`src/rtl/uart_tx.sv`:
```
// 8N1 UART transmitter: valid/ready byte input, one-byte holding register,
// internal bit-period divider, registered serial output.
module uart_tx #(
  parameter int CLKS_PER_BIT = 5208
) (
  input  logic       clk,
  input  logic       rst_n,
  input  logic [7:0] tx_data,
  input  logic       tx_valid,
  output logic       tx_ready,
  output logic       tx,
  output logic       tx_busy,
  output logic       tx_done
);

  // Handshake: a byte is accepted at a rising clk edge where tx_valid && tx_ready;
  // tx_data is sampled only on that edge and tx_valid is ignored while tx_ready is low.

  localparam int CW = $clog2(CLKS_PER_BIT);
  localparam logic [CW-1:0] LAST = CW'(CLKS_PER_BIT - 1);

  typedef enum logic [1:0] {
    S_IDLE  = 2'd0,
    S_START = 2'd1,
    S_DATA  = 2'd2,
    S_STOP  = 2'd3
  } state_t;

  state_t        state_q, state_d;
  logic [CW-1:0] cnt_q, cnt_d;
  logic [2:0]    idx_q, idx_d;
  logic [7:0]    shift_q, shift_d;
  logic [7:0]    hold_q, hold_d;
  logic          hold_full_q, hold_full_d;
  logic          tx_q, tx_d;
  logic          done_q, done_d;
  logic          bit_end;

  always_comb begin
    state_d     = state_q;
    cnt_d       = cnt_q + CW'(1);
    idx_d       = idx_q;
    shift_d     = shift_q;
    hold_d      = hold_q;
    hold_full_d = hold_full_q;
    done_d      = 1'b0;
    tx_d        = 1'b1;
    bit_end     = (cnt_q == LAST);

    // Accept only into an empty holding register; a transfer out of it
    // below therefore never collides with an accept on the same edge.
    if (tx_valid && !hold_full_q) begin
      hold_d      = tx_data;
      hold_full_d = 1'b1;
    end

    case (state_q)
      S_IDLE: begin
        cnt_d = '0;
        if (hold_full_q) begin
          shift_d     = hold_q;
          hold_full_d = 1'b0;
          state_d     = S_START;
        end
      end
      S_START: begin
        if (bit_end) begin
          cnt_d   = '0;
          idx_d   = 3'd0;
          state_d = S_DATA;
        end
      end
      S_DATA: begin
        if (bit_end) begin
          cnt_d   = '0;
          shift_d = shift_q >> 1;
          idx_d   = idx_q + 3'd1;
          if (idx_q == 3'd7) state_d = S_STOP;
        end
      end
      S_STOP: begin
        if (bit_end) begin
          cnt_d  = '0;
          done_d = 1'b1;
          // Chain straight into the next start bit when a byte is waiting.
          if (hold_full_q) begin
            shift_d     = hold_q;
            hold_full_d = 1'b0;
            state_d     = S_START;
          end else begin
            state_d = S_IDLE;
          end
        end
      end
      default: state_d = S_IDLE;
    endcase

    // Line level is registered from the state being entered.
    case (state_d)
      S_START: tx_d = 1'b0;
      S_DATA:  tx_d = shift_d[0];
      default: tx_d = 1'b1;
    endcase
  end

  always_ff @(posedge clk) begin
    if (!rst_n) begin
      state_q     <= S_IDLE;
      cnt_q       <= '0;
      idx_q       <= '0;
      shift_q     <= '0;
      hold_q      <= '0;
      hold_full_q <= 1'b0;
      tx_q        <= 1'b1;
      done_q      <= 1'b0;
    end else begin
      state_q     <= state_d;
      cnt_q       <= cnt_d;
      idx_q       <= idx_d;
      shift_q     <= shift_d;
      hold_q      <= hold_d;
      hold_full_q <= hold_full_d;
      tx_q        <= tx_d;
      done_q      <= done_d;
    end
  end

  assign tx       = tx_q;
  assign tx_done  = done_q;
  assign tx_ready = !hold_full_q;
  assign tx_busy  = (state_q != S_IDLE);

endmodule
```
`config.mk`:
```
export PLATFORM = sky130hd
export DESIGN_NAME = uart_tx
export DESIGN_NICKNAME = d
export VERILOG_FILES = /design/src/rtl/uart_tx.sv
export SDC_FILE = /design/constraint.sdc
export NUM_CORES = 1
export LEC_CHECK = 0
export BUFFER_PORTS_ARGS = -buffer_cell sky130_fd_sc_hd__clkbuf_2
export CAP_MARGIN = 0
export CORE_MARGIN = 3
export CORE_UTILIZATION = 35
export DETAILED_ROUTE_END_ITERATION = 8
export HOLD_SLACK_MARGIN = 0.12
export PLACE_DENSITY_LB_ADDON = 0.05
export SKIP_CTS_REPAIR_TIMING = 1
export SLEW_MARGIN = 20
export SYNTH_ARGS = -nofsm -noshare
export SYNTH_HDL_FRONTEND = slang
export SYNTH_SLANG_ARGS = --single-unit
```
`constraint.sdc`:
```
create_clock -name clk -period 2.93 [get_ports clk]
set_clock_uncertainty 0.2 [all_clocks]
set_input_delay 0 -clock clk [delete_from_list [all_inputs] [get_ports clk]]
set_output_delay 0 -clock clk [all_outputs]
set_load 0.01 [all_outputs]
```
==> Yosys cells after proc, flatten, opt, wreduce, memory -nomap -nowiden <==
Cells that the tools add are included.
{ "totals": {"ff_bits": 37, "inputBits": 11, "out_inout_bits": 4, "word_cells": 53} }
{ "classes": {"addsub": 2, "n_eq_ne": 10, "mux": 22, "n_reduce_logical": 10} }
{ "op_table": {"columns": ["operator", "count"], "rows": [
  ["13-bit case mux with 2 select lines", 1],
  ["8-bit 2-to-1 mux", 3],
  ["8-bit case mux with 3 select lines", 1],
  ["13-bit by 1-bit adder with 13-bit output, second input constant", 1],
  ["13-bit == test, second input constant", 1],
  ["13-bit 2-to-1 mux", 1],
  ["2-bit 2-to-1 mux", 5],
  ["2-bit case mux with 4 select lines", 1],
  ["2-bit == test, second input constant", 3],
  ["3-bit 2-to-1 mux", 2],
  ["2-bit inequality test, second input constant", 3],
  ["3-bit case mux with 2 select lines", 1],
  ["3-bit AND reduction", 2],
  ["1-bit 2-to-1 mux", 5],
  ["2-bit by 1-bit == test with 1-bit output, second input constant", 2],
  ["1-bit case mux with 2 select lines", 2],
  ["2-bit nonzero test", 2],
  ["3-bit by 1-bit adder with 3-bit output, second input constant", 1],
  ["3-bit == test, second input constant", 1],
  ["3-bit nonzero test", 1],
  ["3-bit OR reduction", 1],
  ["2-bit logical NOT", 1],
  ["2-bit AND reduction", 1],
  ["1-bit logical AND", 1],
  ["1-bit logical NOT", 1]
]} }

==> Logic depth before layout (Yosys ltp) <==
Gate-level depths: netlist (run 1).
{ "depth": {"depth_word": 6, "ltp_mapped": 8, "depth_no_buf": 7} }

==> Worst setup path after synthesis (run 1) <==
No wires, ideal clock.
{ "synth_path": {"kind": "flip-flop to flip-flop", "from": "reg state_q[0]", "to": "reg tx_q (netlist: tx)", "setup_time_ns": 0.072, "arrival_time_ns": 1.722, "t_required_ns": 2.658, "path_slack_ns": 0.936, "path_stages_with_launch": 9, "n_path_buf": 1, "synth_period_minus_slack_ns": 1.994, "cell_sequence": "dfxtp_1 > inv_1 > ha_1 > clkbuf_1 > a21oi_1 > o22ai_1 > o31a_2 > nor4b_2 > mux2i_1"} }
{ "synth_between": {"elab_chain_len": 5, "word_cells_on_any_way": 14, "cone_classes": "5 x eq/ne; 8 x mux; 1 x reduce/logical"} }
{ "synth_rtl": {"columns": ["element", "line", "rtl"], "rows": [
  ["start, declared", "29", "state_t state_q, state_d;"],
  ["start signal, assigned", "117", "state_q <= state_d;"],
  ["2-bit 2-to-1 mux", "78", "if (idx_q == 3'd7) state_d = S_STOP;"],
  ["2-bit 2-to-1 mux", "74", "if (bit_end) begin"],
  ["2-bit case mux with 4 select lines", "57", "case (state_q)"],
  ["2-bit == test / 2-bit by 1-bit == test with 1-bit output (equally long branches)", "99", "case (state_d)"],
  ["1-bit case mux with 2 select lines (*)", "99", null],
  ["end signal, assigned", "123", "tx_q <= tx_d;"],
  ["end, declared", "35", "logic tx_q, tx_d;"]
]} }
Every way passes the cells marked *; elsewhere a longest branch is shown, timed or not.
A chain may end at the register's enable or synchronous reset.

==> Final worst setup path (run 1) <==
{ "layout_path": {"from": "reg cnt_q[0]", "to": "reg hold_full_q"} }
{ "layout_between": {"elab_chain_len": 3} }
{ "layout_rtl": {"columns": ["element", "line", "rtl"], "rows": [
  ["start, declared", "30", "logic [CW-1:0] cnt_q, cnt_d;"],
  ["start signal, assigned", "118", "cnt_q <= cnt_d;"],
  ["13-bit == test", "48", "bit_end = (cnt_q == LAST);"],
  ["1-bit 2-to-1 mux", "82", "if (bit_end) begin"],
  ["1-bit case mux with 2 select lines", "57", null],
  ["end signal, assigned", "122", "hold_full_q <= hold_full_d;"],
  ["end, declared", "34", "logic hold_full_q, hold_full_d;"]
]} }
Every way passes these cells.

==> key figures, run 1 <==
Drt
  • Post-route ant nets: 0
  • Drt initial violations: slightly above 90
  • Final wirelength: 4.37 mm
  • WL/cell: 14.0 um
  • Initial DRT Pass Iterations: 4
  • DRC: 0
  • Via density: 5.09
  • Vias: approximately 1600

Timing
  • Tmin final: 2.55 ns
  • Max transition margin: 54.7%
  • F_max: around 390 MHz
  • Final Hold Viols: 0
  • Fin. max-slew vios: 0
  • Slew @ Worst Pin: around 0.68 ns
  • Setup Viol. Count Final: 0
  • RSZ-0062 raised after global routing: false
  • Final setup TNS: 0 ns
  • Crit share post-route: a little under 90%

Global routing
  • Total global-route track usage: 14.4%
  • Largest net degree at the start of global routing: 26
  • Initial antenna violation count: 0
  • Number of global-route vias before repair: 1504
  • First-pass GRT wire length: between 7 and 8 mm
  • Gr ovfl total: 0

Setup path
  • Kind of critical path: reg -> reg
  • Crit Path Max Fanout: 7
  • Worst R2R Path Depth: 7
  • Max stage delay on crit path: about 0.54 ns
  • Critical Path RT: slightly below 3 ns
  • Reg-to-Reg End: hold_full_q
  • Reg-to-reg startpoint: cnt_q[0]
  • Crit-path slowest cell: dlygate4sd3_1
  • Setup crit end kind: register
  • CP Cell Sequence: ha_1 -> and4b_1 -> nand3_1 -> a21oi_1 -> nor2_1 -> o221a_2 -> dlygate4sd3_1
  • CP arrival: 2.52 ns
  • Startpoint Class: register
  • Register-to-register setup slack: between 0.3 and 0.4 ns

Hold path
  • Hold Crit Depth: 1
  • Hold path endpoint: cnt_q[0]
  • Hold WC Path Type: reg -> reg
  • Min-Delay Startpoint: cnt_q[0]

Placement
  • Routability Congestion: ~0.81
  • Cells after DPL: around 290
  • PortBufs: 14
  • DPL Wire Length: between 3 and 4 mm

Power and ir drop
  • Switching Share: around 28%
  • VDD IR max: 187 uV
  • Part of the power in combinational logic: between 20 and 25%
  • Static Leak: about 0.86 nW
  • Internal power: approximately 0.9 mW
  • Switching power: approximately 0.35 mW
  • Total power: about 1.3 mW
  • Power Density: around 540 nW/um^2
  • Clk pwr share: a little over a third
  • Reg power frac: ~45%

Floorplanning
  • Die area: approximately 6400 sq um
  • Core area: 5200 sq um
  • I/O pins: 15
  • Rows: 26
  • Die Ht: approximately 80 um
  • Die span in x: between 80 and 90 um
  • Initial core utilization: a little under two fifths

Synthesis
  • Mapped Cells: approximately 210
  • Distinct cells, synth: 43
  • Syn Nets: about 230
  • Ys Warns: 0
  • Count of state elements after synthesis: 37
  • Seq/Total Area, Yosys: roughly two fifths
  • Syn avg cell area: roughly 9 sq um
  • Synthesized area: slightly below 2000 sq um

CTS
  • TritonCTS Sinks: 37
  • Later-pin clock latency in the skew report: ~0.28 ns
  • H-tree Lvls: 2
  • Worst-path clk slew: approximately 0.070 ns
  • CTS tree: built
  • Clk buf depth: 2
  • Total CTS buffers: 5
  • Root Driver: clkbuf_8

Job
  • Max-Cap Viols: 0

Finish
  • Fill count: roughly 530
  • Fin cells: 311
  • Area grow syn2layout: 22.0%
  • Post-layout util: a little under half
  • Layout cells sized above 1: roughly 14%
  • Final #Nets: ~260
  • # diodes: 0

Status
  • Status: finished, final reports clean
[metal layers]
| layer | wire length (um) | global-route usage, % |
|---|---|---|
| met1 | 2070 | 18.4 |
| met2 | 2110 | 23.3 |
| met3 | 121 | 3.14 |
| met4 | 68 | 6.08 |
| met5 | 0 | 0 |
[cells in the mapped netlist, drive strengths merged]
cell	count	area [sq um]
and3	3	18.8
o31a	2	18.8
nand4	3	18.8
nand2	6	22.5
and4	1	8.76
nand4bb	1	11.3
o31ai	1	7.51
xor2	4	35.0
nand4b	1	8.76
buf	1	5.00
xnor2	7	61.3
a31oi	2	12.5
nor3	5	36.3
inv	14	52.6
dfxtp	37	741
a21oi	7	35.0
nor4bb	1	10.0
nor4	3	25.0
nor4b	3	47.5
a22oi	6	45.0
mux2i	15	150
nand2b	1	6.26
and2	1	6.26
nor2b	18	113
a32oi	2	17.5
and4b	1	10.0
clkbuf	8	30.0
o221a	1	11.3
o21ai	2	10.0
or4b	1	13.8
a21boi	1	7.51
a41oi	2	32.5
ha	8	100
nor2	20	75.1
nand3	10	50.1
o22ai	8	50.1
nand3b	1	7.51
a2bb2oi	1	15.0
[final cells by class]
type,count,area (sq um),share of cell area [%]
repair buffers,33,255,10.9
clock buffers,7,86.3,3.67
multi-input cells,149,1100,46.7
flip-flops and latches,37,741,31.5
clock inverters,1,30.0,1.28
inverters,14,52.6,2.24
well taps,70,87.6,3.73
[flip-flops by register name, indices dropped and copies added, names as in the netlist]
register and cells:
tx 1, state_q 2, hold_full_q 1, tx_done 1, hold_q 8, shift_q 8, cnt_q 13, idx_q 3
[power by group through the flow]
stage / clock network (mW) / registers, mW / logic, mW
4_1_cts: 0.468 / 0.567 / 0.237
2_1_floorplan: 0 / 0.564 / 0.179
3_5_place_dp: 0 / 0.579 / 0.234
6_report: 0.448 / 0.568 / 0.259
5_1_grt: 0.494 / 0.573 / 0.288
3_3_place_gp: 0 / 0.579 / 0.235
[cell usage in the layout, fill, tap and decap left out, drive strengths merged, types with 2 or more instances in the layout]
master / instances
dfxtp: 37
clkbuf: 21
nor2: 20
nor2b: 18
dlygate4sd3: 17
mux2i: 15
inv: 14
nand3: 10
o22ai: 8
ha: 8
a21oi: 7
xnor2: 7
a22oi: 6
nand2: 6
nor3: 5
xor2: 4
nand4: 3
and3: 3
nor4: 3
nor4b: 3
a41oi: 2
o21ai: 2
a31oi: 2
a32oi: 2
buf: 2
o31a: 2
[cell families after synthesis]
kind of cell	synth area share, %
AOI/OAI and AO/OA	13.6
adders and majority gates	5.20
buffers and inverters	4.55
muxes	7.79
DFF	38.4
and+or+nand+nor	25.4
xor gates and xnor gates	5.00
[critical path: cells and delay by family, from the launching register on]
kind / cells / cell delay, ns
buffers and inverters: 1 / 0.54
adders and majority gates: 1 / 0.25
DFF: 1 / 0.37
and+or+nand+nor: 3 / 0.63
AOI/OAI and AO/OA: 2 / 0.44
[worst max path at each step]
| stage | endpoint | cells after the start | slack (ns) | from |
|---|---|---|---|---|
| after floorplan | tx | 8 | 0.94 | state_q[0] |
| after global placement | tx | 6 | 0.62 | state_q[0] |
| after detailed placement | tx | 6 | 0.58 | state_q[0] |
| after CTS | tx | 6 | 0.55 | state_q[0] |
| after global routing | hold_full_q | 7 | 0.20 | cnt_q[0] |
| final | hold_full_q | 7 | 0.38 | cnt_q[0] |
[metrics by stage]
step,hold slack (ns),area (sq um),setup WS (ns)
global placement,0.0588,2060,0.616
CTS,-0.235,2180,0.551
detailed placement,0.0650,2060,0.578
finish,0.263,2350,0.377
global route,0.301,2350,0.203
floorplan,-0.0555,1930,0.936
Power figures use the tool's default switching activity.
==> run 2, diff against run 1 <==
CORE_MARGIN = not set   (was 3)
CORE_UTILIZATION = 60   (was 35)
==> run 2 against run 1 <==
Net effect: sequential power hardly changed; global-route usage grew 11 points; core utilization rose by 31 points; power decreased by 5.2%; via count rose by 2.8%; die area decreased by 46%; non-clock buffer count rose by 3; clock power fell by 15%; highest routed layer unchanged.
==> key figures, run 2 (synthesis results as in run 1) <==
Placement
  • Dpl ws: 0.690 ns
  • PortBufs: 14
  • Routability Congestion: roughly 0.85
  • Area after DPL: roughly 2000 sq um
  • DPL Wire Length: 2.77 mm

Setup path
  • Crit Path Max Fanout: 14
  • CP arrival: approximately 2.7 ns
  • Setup crit end kind: register
  • Critical Path End: hold_q[7]
  • Register-to-register setup slack: 0.28 ns
  • Critical Path Start: hold_full_q
  • Reg-to-Reg End: hold_q[7]
  • Kind of critical path: reg -> reg
  • Startpoint Class: register
  • Critical Path RT: about 3.0 ns
  • Reg-to-reg startpoint: hold_full_q
  • Worst R2R Path Depth: 6

Floorplanning
  • I/O pins: 15
  • Initial core utilization: roughly 63%
  • Core area: ~3000 sq um
  • Rows: 20
  • Die area: about 3400 sq um
  • Die Ht: between 50 and 60 um
  • Die span in x: approximately 60 um

Timing
  • RSZ-0062 raised after global routing: false
  • F_max: 377 MHz
  • Final setup TNS: 0 ns
  • Slew @ Worst Pin: 0.634 ns
  • Setup Viol. Count Final: 0
  • Final Hold Viols: 0
  • Crit share post-route: between 90% and 100%
  • Max transition margin: between 50% and 60%
  • Final hold slack: between 0.2 and 0.3 ns
  • Final WS setup: between 0.2 and 0.3 ns
  • Fin. max-slew vios: 0
  • Tmin final: 2.65 ns

Finish
  • Final #Nets: around 260
  • Max reg flops: 13
  • Layout cells sized above 1: 13.9%
  • Top reg by flops: cnt_q
  • Commonest non-fill, non-tap cell in the layout: dfxtp_1
  • Commonest non-fill, non-tap cells in the layout: dfxtp_1, nor2_1, dlygate4sd3_1, nor2b_1, mux2i_1
  • Regs by FF count: cnt_q (13), hold_q (8), shift_q (8)
  • Area grow syn2layout: 20.5%
  • # diodes: 0
  • Cell area after layout: between 2000 and 2500 sq um
  • Fill count: around 240

Hold path
  • Hold Crit Depth: 2
  • Hold WC Path Type: reg -> reg
  • Min-Delay Startpoint: hold_q[7]

Status
  • Status: finished, final reports clean

Power and ir drop
  • Power Density: between 500 and 600 nW/um^2
  • Static Leak: 0.863 nW
  • VDD IR max: 357 uV
  • Total power: 1.21 mW

Drt
  • Initial DRT Pass Iterations: 4
  • Met2 WL: 2.06 mm
  • Vias: roughly 1600
  • DRC: 0
  • Final wirelength: 4.33 mm
  • DR top layer: met4
  • Via density: roughly 5.6
  • Wl on met1: between 2 and 2.5 mm
  • Wire length on met3: roughly 160 um
  • WL/cell: 15.0 um
  • Post-route ant nets: 0
  • Drt initial violations: between 80 and 90

Global routing
  • Number of global-route vias before repair: around 1500
  • Largest net degree at the start of global routing: 26
  • Gr ovfl total: 0
  • First-pass GRT wire length: 6.56 mm
  • Initial antenna violation count: 0
  • Total global-route track usage: about a quarter

CTS
  • CTS tree: built
  • H-tree Lvls: 2
  • Total CTS buffers: 5
  • TritonCTS Sinks: 37
  • Root Driver: clkbuf_4
  • Later-pin clock latency in the skew report: ~0.35 ns
  • Clk buf depth: 2
  • Worst-path clk slew: approximately 0.12 ns

Job
  • Max-Cap Viols: 0
## run 2: report_power, final
part	internal (mW)	switching (mW)
logic	0.121	0.139
clock network	0.203	0.177
registers	0.530	0.0389
## run 2: worst max-delay path, cell delays in order (launching register included)
cell and delay, ns:
dfxtp_1 0.75, nor2b_1 0.10, buf_4 0.21, mux2i_1 0.15, dlygate4sd3_1 0.56, nor2b_1 0.04
dlygate4sd3_1 0.54
## run 2: worst min-delay path by stage
stage,to,slack (ns)
global route,shift_q[7],0.34
finish,shift_q[7],0.29
detailed placement,hold_q[1],0.08
floorplan,state_q[1],-0.06
CTS,hold_q[7],-0.29
global placement,hold_q[6],0.06
## run 2: per-stage QoR
step           utilization, %  cells
6_report                 76.0    288
3_3_place_gp             66.6    260
3_5_place_dp             66.6    260
4_1_cts                  69.5    268
5_1_grt                  76.0    288
2_1_floorplan               -    209
## run 2: area by class of cell
class                      instances  area (sq um)  area share (%)
inverter                          14          52.6            2.26
clock buffer                       6          51.3            2.21
timing repair buffer              36           285            12.3
sequential                        37           741            31.9
multi-input combinational        149          1100            47.3
tap                               44          55.1            2.37
clock inverter                     2          37.5            1.62
## run 2: routing by layer
| metal | track usage (%) | vias up |
|---|---|---|
| li1 | - | 814 |
| met1 | 31.6 | 759 |
| met2 | 41.7 | 41 |
| met3 | 7.91 | 13 |
| met4 | 10.9 | 0 |
| met5 | 0 | - |
